$ cat src/rtl/sobel_grad_pipe.sv
// sobel_grad_pipe: 3-stage Sobel magnitude/direction pipeline with ready/valid stall; SOBEL_GRAD_THRESH_EN adds i_low_thresh suppression
module sobel_grad_pipe #(
  parameter int NBIT = 16,
  parameter int MAG_MODE = 0,
  parameter int TAN_LO_NUM = 13,
  parameter int TAN_HI_NUM = 77
) (
  input  logic                   i_clk,
  input  logic                   i_rst_n,
  input  logic                   i_valid,
  output logic                   o_ready,
  input  logic signed [NBIT-1:0] gx,
  input  logic signed [NBIT-1:0] gy,
`ifdef SOBEL_GRAD_THRESH_EN
  input  logic [NBIT-1:0]        i_low_thresh,
`endif
  output logic                   o_valid,
  input  logic                   i_ready,
  output logic [NBIT-1:0]        o_mag,
  output logic [1:0]             o_dir,
  output logic                   o_sat
);
  logic adv, v1, v2, s1, sup;
  logic [NBIT-1:0] ax_n, ay_n, ax, ay, mx_n, mn_n, mx, mn, mag_c;
  logic [NBIT+6:0] pa, pb, pc;
  logic [NBIT:0] sum;
  logic [1:0] dir_n, d2;
  assign adv = i_ready | ~o_valid;
  assign o_ready = adv | ~i_rst_n;
  always_comb begin
    ax_n = gx[NBIT-1] ? NBIT'(-gx) : NBIT'(gx);
    ay_n = gy[NBIT-1] ? NBIT'(-gy) : NBIT'(gy);
    mx_n = ax >= ay ? ax : ay;
    mn_n = ax >= ay ? ay : ax;
    pa = {2'b0, ay, 5'b0};
    pb = (NBIT+7)'(ax) * (NBIT+7)'(TAN_LO_NUM);
    pc = (NBIT+7)'(ax) * (NBIT+7)'(TAN_HI_NUM);
    dir_n = pa <= pb ? 2'd0 : pa >= pc ? 2'd2 : s1 ? 2'd3 : 2'd1;
    sum = MAG_MODE == 1 ? {1'b0, mx} + {1'b0, mn} : {1'b0, mx} + {2'b0, mn[NBIT-1:1]};
    mag_c = sum[NBIT] ? '1 : sum[NBIT-1:0];
`ifdef SOBEL_GRAD_THRESH_EN
    sup = mag_c < i_low_thresh;
`else
    sup = 1'b0;
`endif
  end
  always_ff @(posedge i_clk) begin
    if (!i_rst_n) begin
      {v1, v2, o_valid, o_sat, s1} <= '0;
      {ax, ay, mx, mn, o_mag} <= '0;
      {d2, o_dir} <= '0;
    end else if (adv) begin
      v1 <= i_valid;
      ax <= ax_n;
      ay <= ay_n;
      s1 <= gx[NBIT-1] ^ gy[NBIT-1];
      v2 <= v1;
      mx <= mx_n;
      mn <= mn_n;
      d2 <= dir_n;
      o_valid <= v2;
      o_mag <= sup ? '0 : mag_c;
      o_dir <= sup ? 2'd0 : d2;
      o_sat <= sum[NBIT] & ~sup;
    end
  end
endmodule

$ cat config.mk
export PLATFORM = sky130hd
export DESIGN_NAME = sobel_grad_pipe
export DESIGN_NICKNAME = d
export VERILOG_FILES = /design/src/rtl/sobel_grad_pipe.sv
export SDC_FILE = /design/constraint.sdc
export NUM_CORES = 1
export LEC_CHECK = 0
export CORE_UTILIZATION = 40
export CTS_CLUSTER_SIZE = 40
export DETAILED_ROUTE_END_ITERATION = 8
export GPL_ROUTABILITY_DRIVEN = 0
export PLACE_DENSITY = 0.6
export SLEW_MARGIN = 15
export SYNTH_ARGS = -nofsm -noshare
export SYNTH_HDL_FRONTEND = slang
export SYNTH_SLANG_ARGS = --single-unit
$ cat constraint.sdc
create_clock -name i_clk -period 5.3 [get_ports i_clk]
set_input_delay 0.795 -clock i_clk [delete_from_list [all_inputs] [get_ports i_clk]]
set_output_delay 0.795 -clock i_clk [all_outputs]
set_load 0.02 [all_outputs]
==> results of run 1 <==
[what timing repair did]
item | CTS | global route
pin swaps | 0 | 2
setup buffers | 0 | 1
resized for setup | 1 | 18
hold endpoints to repair | 0 | 0
setup endpoints to repair | 2 | 2
[flip-flops by register name, indices dropped and copies added, names as in the netlist]
register  flops
ax           16
ay           16
mx           16
o_mag        16
mn           15
d2            2
o_dir         2
o_sat         1
o_valid       1
s1            1
v1            1
v2            1
[placed cells by master (no fill, tap or decap), types with 6 or more instances in the layout]
cell             instances
a21boi_0                 7
a21o_1                  22
a21oi_1                 87
and2_1                  17
buf_4                   24
clkbuf_16                9
clkdlybuf4s50_1         55
dfxtp_1                 84
fa_1                    37
ha_1                   138
inv_1                  122
mux2i_1                 31
nand2_1                 68
nand2b_1                 6
nand3_1                 18
nand4_1                  8
nor2_1                  43
nor2b_1                  7
nor3_1                  14
nor4_1                   6
o211a_1                 20
o211ai_1                 7
o21a_1                   9
o21ai_0                 88
or3_1                    9
xnor2_1                 21
xor2_1                  43
[cells in the mapped netlist, types with 3 or more instances]
master       n
a2111oi_0    3
o21bai_1     4
nand2b_1     7
a21boi_0     7
nand4_1      8
nand3_1     18
inv_1      122
o211a_1     20
mux2i_1     31
fa_1        37
nor3_1      15
nand3b_1     3
o21a_1       9
or3_1        9
o21ai_0     89
a21oi_1     90
and3_1       3
o31a_1       4
nand2_1     69
nor2b_1      8
and2_1      17
ha_1       141
xnor2_1     21
a31oi_1      5
nor4_1       7
nor2_1      43
a211oi_1     6
dfxtp_1     88
o31ai_1      4
o211ai_1     7
clkbuf_1    28
a21o_1      22
xor2_1      43
[routing by layer]
layer  vias to the layer above  GRT usage, %
met2                       155          33.1
li1                       3757             -
met5                         -             0
met1                      3494          28.3
met4                         0          5.05
met3                        26          2.71
[path summary, 6_finish.rpt]
path / slack (ns) / endpoint
min: 0.46 / o_mag[14]
max reg2reg: 0.25 / d2[0]
max: 0.25 / d2[0]
min reg2reg: 0.46 / o_mag[14]
[cells by family after synthesis]
kind of cell | synth area share (%)
AO/OA/AOI/OAI | 21.7
XOR/XNOR | 6.40
buffers and inverters | 7.36
adder cells (fa/ha/maj) | 28.6
multiplexers | 3.67
AND/OR/NAND/NOR | 12.2
flip-flops | 20.1
[worst register-to-register path, cell delays in order, from the launching register on]
cell      delay [ns]
dfxtp_1         0.32
buf_4           0.15
ha_1            0.29
ha_1            0.30
fa_1            0.57
fa_1            0.42
ha_2            0.22
or2_2           0.33
nor4_4          0.36
nor4b_4         0.13
or3_1           0.39
a21oi_2         0.17
buf_4           0.14
xor2_1          0.07
ha_1            0.31
o2111a_1        0.19
o21ai_0         0.11
a31oi_1         0.23
o21a_1          0.15
o21ai_0         0.08
[power breakdown]
part | leakage (nW) | internal, W | switching, W
registers | 0.727 | 0.000729 | 0.0000663
logic | 3.99 | 0.000703 | 0.000859
clock network | 0.138 | 0.000363 | 0.000264
total | 4.86 | 0.00180 | 0.00119
[cell type report]
| type | count | share of cell area, % |
|---|---|---|
| Sequential cell | 88 | 17.6 |
| Inverter | 123 | 4.59 |
| Timing Repair Buffer | 80 | 7.32 |
| Clock inverter | 6 | 0.597 |
| Multi-Input combinational cell | 789 | 64.2 |
| Tap cell | 275 | 3.42 |
| Clock buffer | 10 | 2.28 |
[metrics by stage]
step | setup TNS, ns | instance area [um2] | utilization [%]
2_1_floorplan | 0 | 8760 | -
3_3_place_gp | 0 | 9670 | 45.6
3_5_place_dp | 0 | 9670 | 45.6
4_1_cts | 0 | 9960 | 46.9
5_1_grt | -0.0243 | 10100 | 47.4
6_report | 0 | 10100 | 47.4
==> qor.yml, run 1 <==
slew_violations: 0
core.rowCount: 53
crit_type: "flop to flop"
cp_slowest_stage_delay_ns: 0.57
hold_start: "o_mag[14]"
path_buf_inv: 2
syn_nets: 1249
synth_flop_cell: "dfxtp_1"
floorplan.die.width_um: 150
min_path_cells: 2
r2r.worst_path.cells: 19
start_kind: "flop"
yosys.area.top_type: "ha_1"
vias: 7432
nets: 1305
finalHoldViolations: 0
dp_cells: 1354
setup_slack_ns: 0.246
setup_viol: 0
finalNonFillerCells: 1371
synthesis.area_um2: 8760
yosysUniqueCellTypes: 65
power.density_nw_per_um2: 297
yosys-top-cells-area: "ha_1 20%, dfxtp_1 20%, fa_1 8.5%, inv_1 5.2%, a21oi_1 5.1%"
dr.pass1.iters: 5
cts_tree: "yes"
top_layer_used: "met4"
power.total_w: 0.00298
final.fill_count: 2098
route.detailed.vias_per_inst: 5.42
cp-end-kind: "flop"
drc: 0
ys.warnings.count: 0
worst_slew_pin_slew_ns: 0.847
cp_top_family: "adder cells"
clock_latency_ns: 0.34
grt_pass1_vias: 7089
cp.depth: 19
cts_inserted_buffers: 9
dr_wl_met3_um: 871
grt_pass1_wl_um: 36000
hp-class: "flop to flop"
ys_seq_elements: 88
fmax_ghz: 0.198
synth_edf_count: 0
dp_slack_ns: 0.0173
cts_buffer_depth: 2
die_h_um: 150
regArea_um2: 1770
clock-sinks: 88
boundaryPins: 57
worstPathRequired_ns: 5.51
cellLeakagePower_nw: 4.86
grt_use_total_pct: 20.4
rr_startpoint: "ax[7]"
synthCells: 1035
cts.hold.buffers_added: 0
syn_to_final_growth_pct: 14.8
synthDominantCellAreaShare_pct: 20.1
cts_root_buf: "clkbuf_16"
finalCritPeriodShare_pct: 95.4
grt_max_degree: 92
synth_area_per_cell_um2: 8.46
peakVddDrop_v: 0.000146
timing.hold.ws_ns: 0.464
start_util_pct: 41.3
seq_area_frac_synth_pct: 20.1
cap_viol_max_count: 0
finClkSkew_ns: 0.00909
grt-ovfl-total: 0
status: "finished clean"
multi_input_area_um2: 6460
startpoint: "ax[7]"
avgRoutedWirePerCell_um: 16.2
clk_pin_slew_ns: 0.07
hpwlAfterDp_um: 17700
relSlewSlack_pct: 42.9
port_buffers: 56
synth-async-reset-ratio_pct: 0
core_um2: 21200
die_area_um2: 22500
met2_length_um: 9990
layout_min_cycle_time_ns: 5.05
drt_iter0_drc: 413
antenna_found_initial: 0
drive_gt1_share_pct: 6.39
cp_max_fo: 4
diodes: 0
postRouteAntennaNets: 0
cpMaxStageDelayCell: "fa_1"
worst_ep_arrival_time_ns: 5.26
crit_top_cell: "ha_1"
cts-htree-levels: 3
drt_wl_total_um: 22300
crit_chain: "buf_4 > ha_1 > ha_1 > fa_1 > fa_1 > ha_2 > or2_2 > nor4_4 > nor4b_4 > or3_1 > a21oi_2 > buf_4 > xor2_1 > ha_1 > o2111a_1 > o21ai_0 > a31oi_1 > o21a_1 > o21ai_0"
drt-met1-wl_um: 10900
Power figures use the tool's default switching activity.
==> run 2: changes to the inputs <==
--- a/config.mk
+++ b/config.mk
@@ -5,11 +5,12 @@
 export SDC_FILE = /design/constraint.sdc
 export NUM_CORES = 1
 export LEC_CHECK = 0
-export CORE_UTILIZATION = 40
+export ABC_AREA = 1
+export CORE_UTILIZATION = 56
 export CTS_CLUSTER_SIZE = 40
 export DETAILED_ROUTE_END_ITERATION = 8
 export GPL_ROUTABILITY_DRIVEN = 0
-export PLACE_DENSITY = 0.6
+export PLACE_DENSITY = 0.79
 export SLEW_MARGIN = 15
 export SYNTH_ARGS = -nofsm -noshare
 export SYNTH_HDL_FRONTEND = slang
==> run 2 against run 1 <==
  * Clock power rose by 9.3%
  * Combinational power grew 8%
  * Maximum frequency grew 2.9%
  * Synthesized area grew 3.8%
  * Highest routed layer unchanged
  * Clock skew decreased by 0.0051 ns
  * Via count grew 11%
  * Design area is 1.2% higher
  * First-iteration DRC count rose by 85%
  * Sequential share of layout area decreased by 0.23 points
  * Global-route usage up 8.5 points
==> qor.yml, run 2 <==
synthMuxAreaShare_pct: 0
setup_tns_ns: 0
grt_pass1_vias: 7680
ys_top_cells_by_count: "261 x inv_1, 175 x nand2_1, 141 x ha_1"
slew_violations: 0
grt_max_degree: 118
rsz0062_at_grt: "no"
multi_input_area_um2: 6210
cp_slowest_stage_delay_ns: 0.54
drc: 0
synth_flop_cell: "dfxtp_1"
peakVddDrop_v: 0.000181
postRouteAntennaNets: 0
cp_top_family: "adder cells"
cts_buffer_depth: 2
cellLeakagePower_nw: 5.61
cts_root_buf: "clkbuf_16"
ys.warnings.count: 0
core_um2: 15900
power.total_w: 0.00319
finalNonFillerCells: 1510
cts_resized: 0
grt_pass1_wl_um: 37200
syn_to_final_growth_pct: 11.9
cts.hold.buffers_added: 0
synth_area_per_cell_um2: 7.31
status: "finished clean"
setup_viol: 0
hp-class: "flop to flop"
route.detailed.vias_per_inst: 5.49
synth_fa_ha_area_share_pct: 27.5
clk_pin_slew_ns: 0.07
final.fill_count: 1438
power.density_nw_per_um2: 313
cap_viol_max_count: 0
synth_compound_area_share_pct: 19.2
synth_edf_count: 0
placed_cell_area_um2: 9860
nets: 1503
path_buf_inv: 3
design_area_um2: 10200
ys_seq_elements: 88
drt_wl_total_um: 23700
synthDominantCellAreaShare_pct: 19.4
yosys.area_share.simple_pct: 15.2
start_util_pct: 57.3
grt-ovfl-total: 0
grt_use_total_pct: 28.9
yosys-top-cells-area: "ha_1 19%, dfxtp_1 19%, inv_1 11%, fa_1 8.1%, nand2_1 7.2%"
boundaryPins: 57
cts_tree: "yes"
worstPathRequired_ns: 5.52
finalHoldViolations: 0
worst_slew_pin_slew_ns: 1.02
vias: 8284
avgRoutedWirePerCell_um: 15.7
die_h_um: 129
timing.hold.ws_ns: 0.463
yosys.area_share.xor_xnor_pct: 6.26
fmax_ghz: 0.204
yosysUniqueCellTypes: 47
synth_top_family_by_area: "adder cells"
syn_nets: 1458
synth-async-reset-ratio_pct: 0
dp_cells: 1494
layout_min_cycle_time_ns: 4.91
most-common-layout-cells: "261 x inv_1, 175 x nand2_1, 141 x ha_1"
cpMaxStageDelayCell: "dfxtp_1"
synthCells: 1244
yosysMostFrequentCell: "inv_1"
antenna_found_initial: 0
cts-htree-levels: 3
drive_gt1_share_pct: 4.64
cp_max_fo: 7
dr.pass1.iters: 6
final_common_cell: "inv_1"
crit_type: "flop to flop"
drt_iter0_drc: 762
cts_inserted_buffers: 9
core.rowCount: 46
port_buffers: 56
synthesis.area_um2: 9090
cp-end-kind: "flop"
clock-sinks: 88
cts_setup_buffers: 0
worst_ep_arrival_time_ns: 5.13
finalCritPeriodShare_pct: 92.7
start_kind: "flop"
clock_latency_ns: 0.36
yosys.area.top_type: "ha_1"
regArea_um2: 1770
diodes: 0
relSlewSlack_pct: 32.3
hpwlAfterDp_um: 18700
die_area_um2: 16800
seq_area_frac_synth_pct: 19.4
finClkSkew_ns: 0.00403
floorplan.die.width_um: 129
[run 2: changes by cell type after synthesis, moves of 17 or more]
cell	delta
a21o_1	-18
inv_1	+139
mux2i_1	-31
o211a_1	-20
nor2_1	+17
o21ai_0	+18
nand2_1	+106
and2_1	-17
o21bai_1	+31
[run 2: power breakdown]
part	switching (W)	internal (W)
Sequential	0.0000773	0.000736
Combinational	0.00101	0.000685
Clock	0.000291	0.000395
[run 2: per-stage QoR]
step	setup slack [ns]	utilization, %
finish	0.388	64.1
global route	0.0639	64.1
CTS	0.377	64.0
detailed placement	0.396	62.1
global placement	0.554	62.1
floorplan	0.935	-
[run 2: tightest hold or removal path: stages, from the launching register on]
cell     delay (ns)
dfxtp_1        0.32
nand2_1        0.06
nand2_1        0.04
[run 2: path summary, 6_finish.rpt]
path / start / endpoint / slack, ns / depth (start not counted)
worst max-delay path: ax[0] / d2[0] / 0.39 / 26
worst min-delay path: d2[1] / d2[1] / 0.46 / 2
worst max register to register: ax[0] / d2[0] / 0.39 / 26
worst min register to register: d2[1] / d2[1] / 0.46 / 2
[run 2: logic make-up after synthesis]
logic type                 count (synthesis)
and+or+nand+nor                          320
AOI/OAI and AO/OA                        297
buffers and inverters                    296
adders and majority gates                178
DFF                                       88
xor gates and xnor gates                  65
[run 2: routing by layer]
metal  share of wire, %  wire length (um)  vias to the layer above  GRT usage [%]
li1                   -                 -                     4135              -
met4                2.5               592                        0           10.1
met3                7.0              1660                       45           4.05
met1                 44             10400                     3849           38.0
met2                 47             11000                      255           48.6
met5                  0                 0                        -              0
[run 2: area by class of cell]
type                    count  share of cell area, %
clock inverters             5                  0.627
clock buffers              11                   2.48
inverters                 265                   9.77
repair buffers             65                   6.12
flip-flops and latches     88                   17.3
well taps                 216                   2.66
multi-input cells         860                   61.0
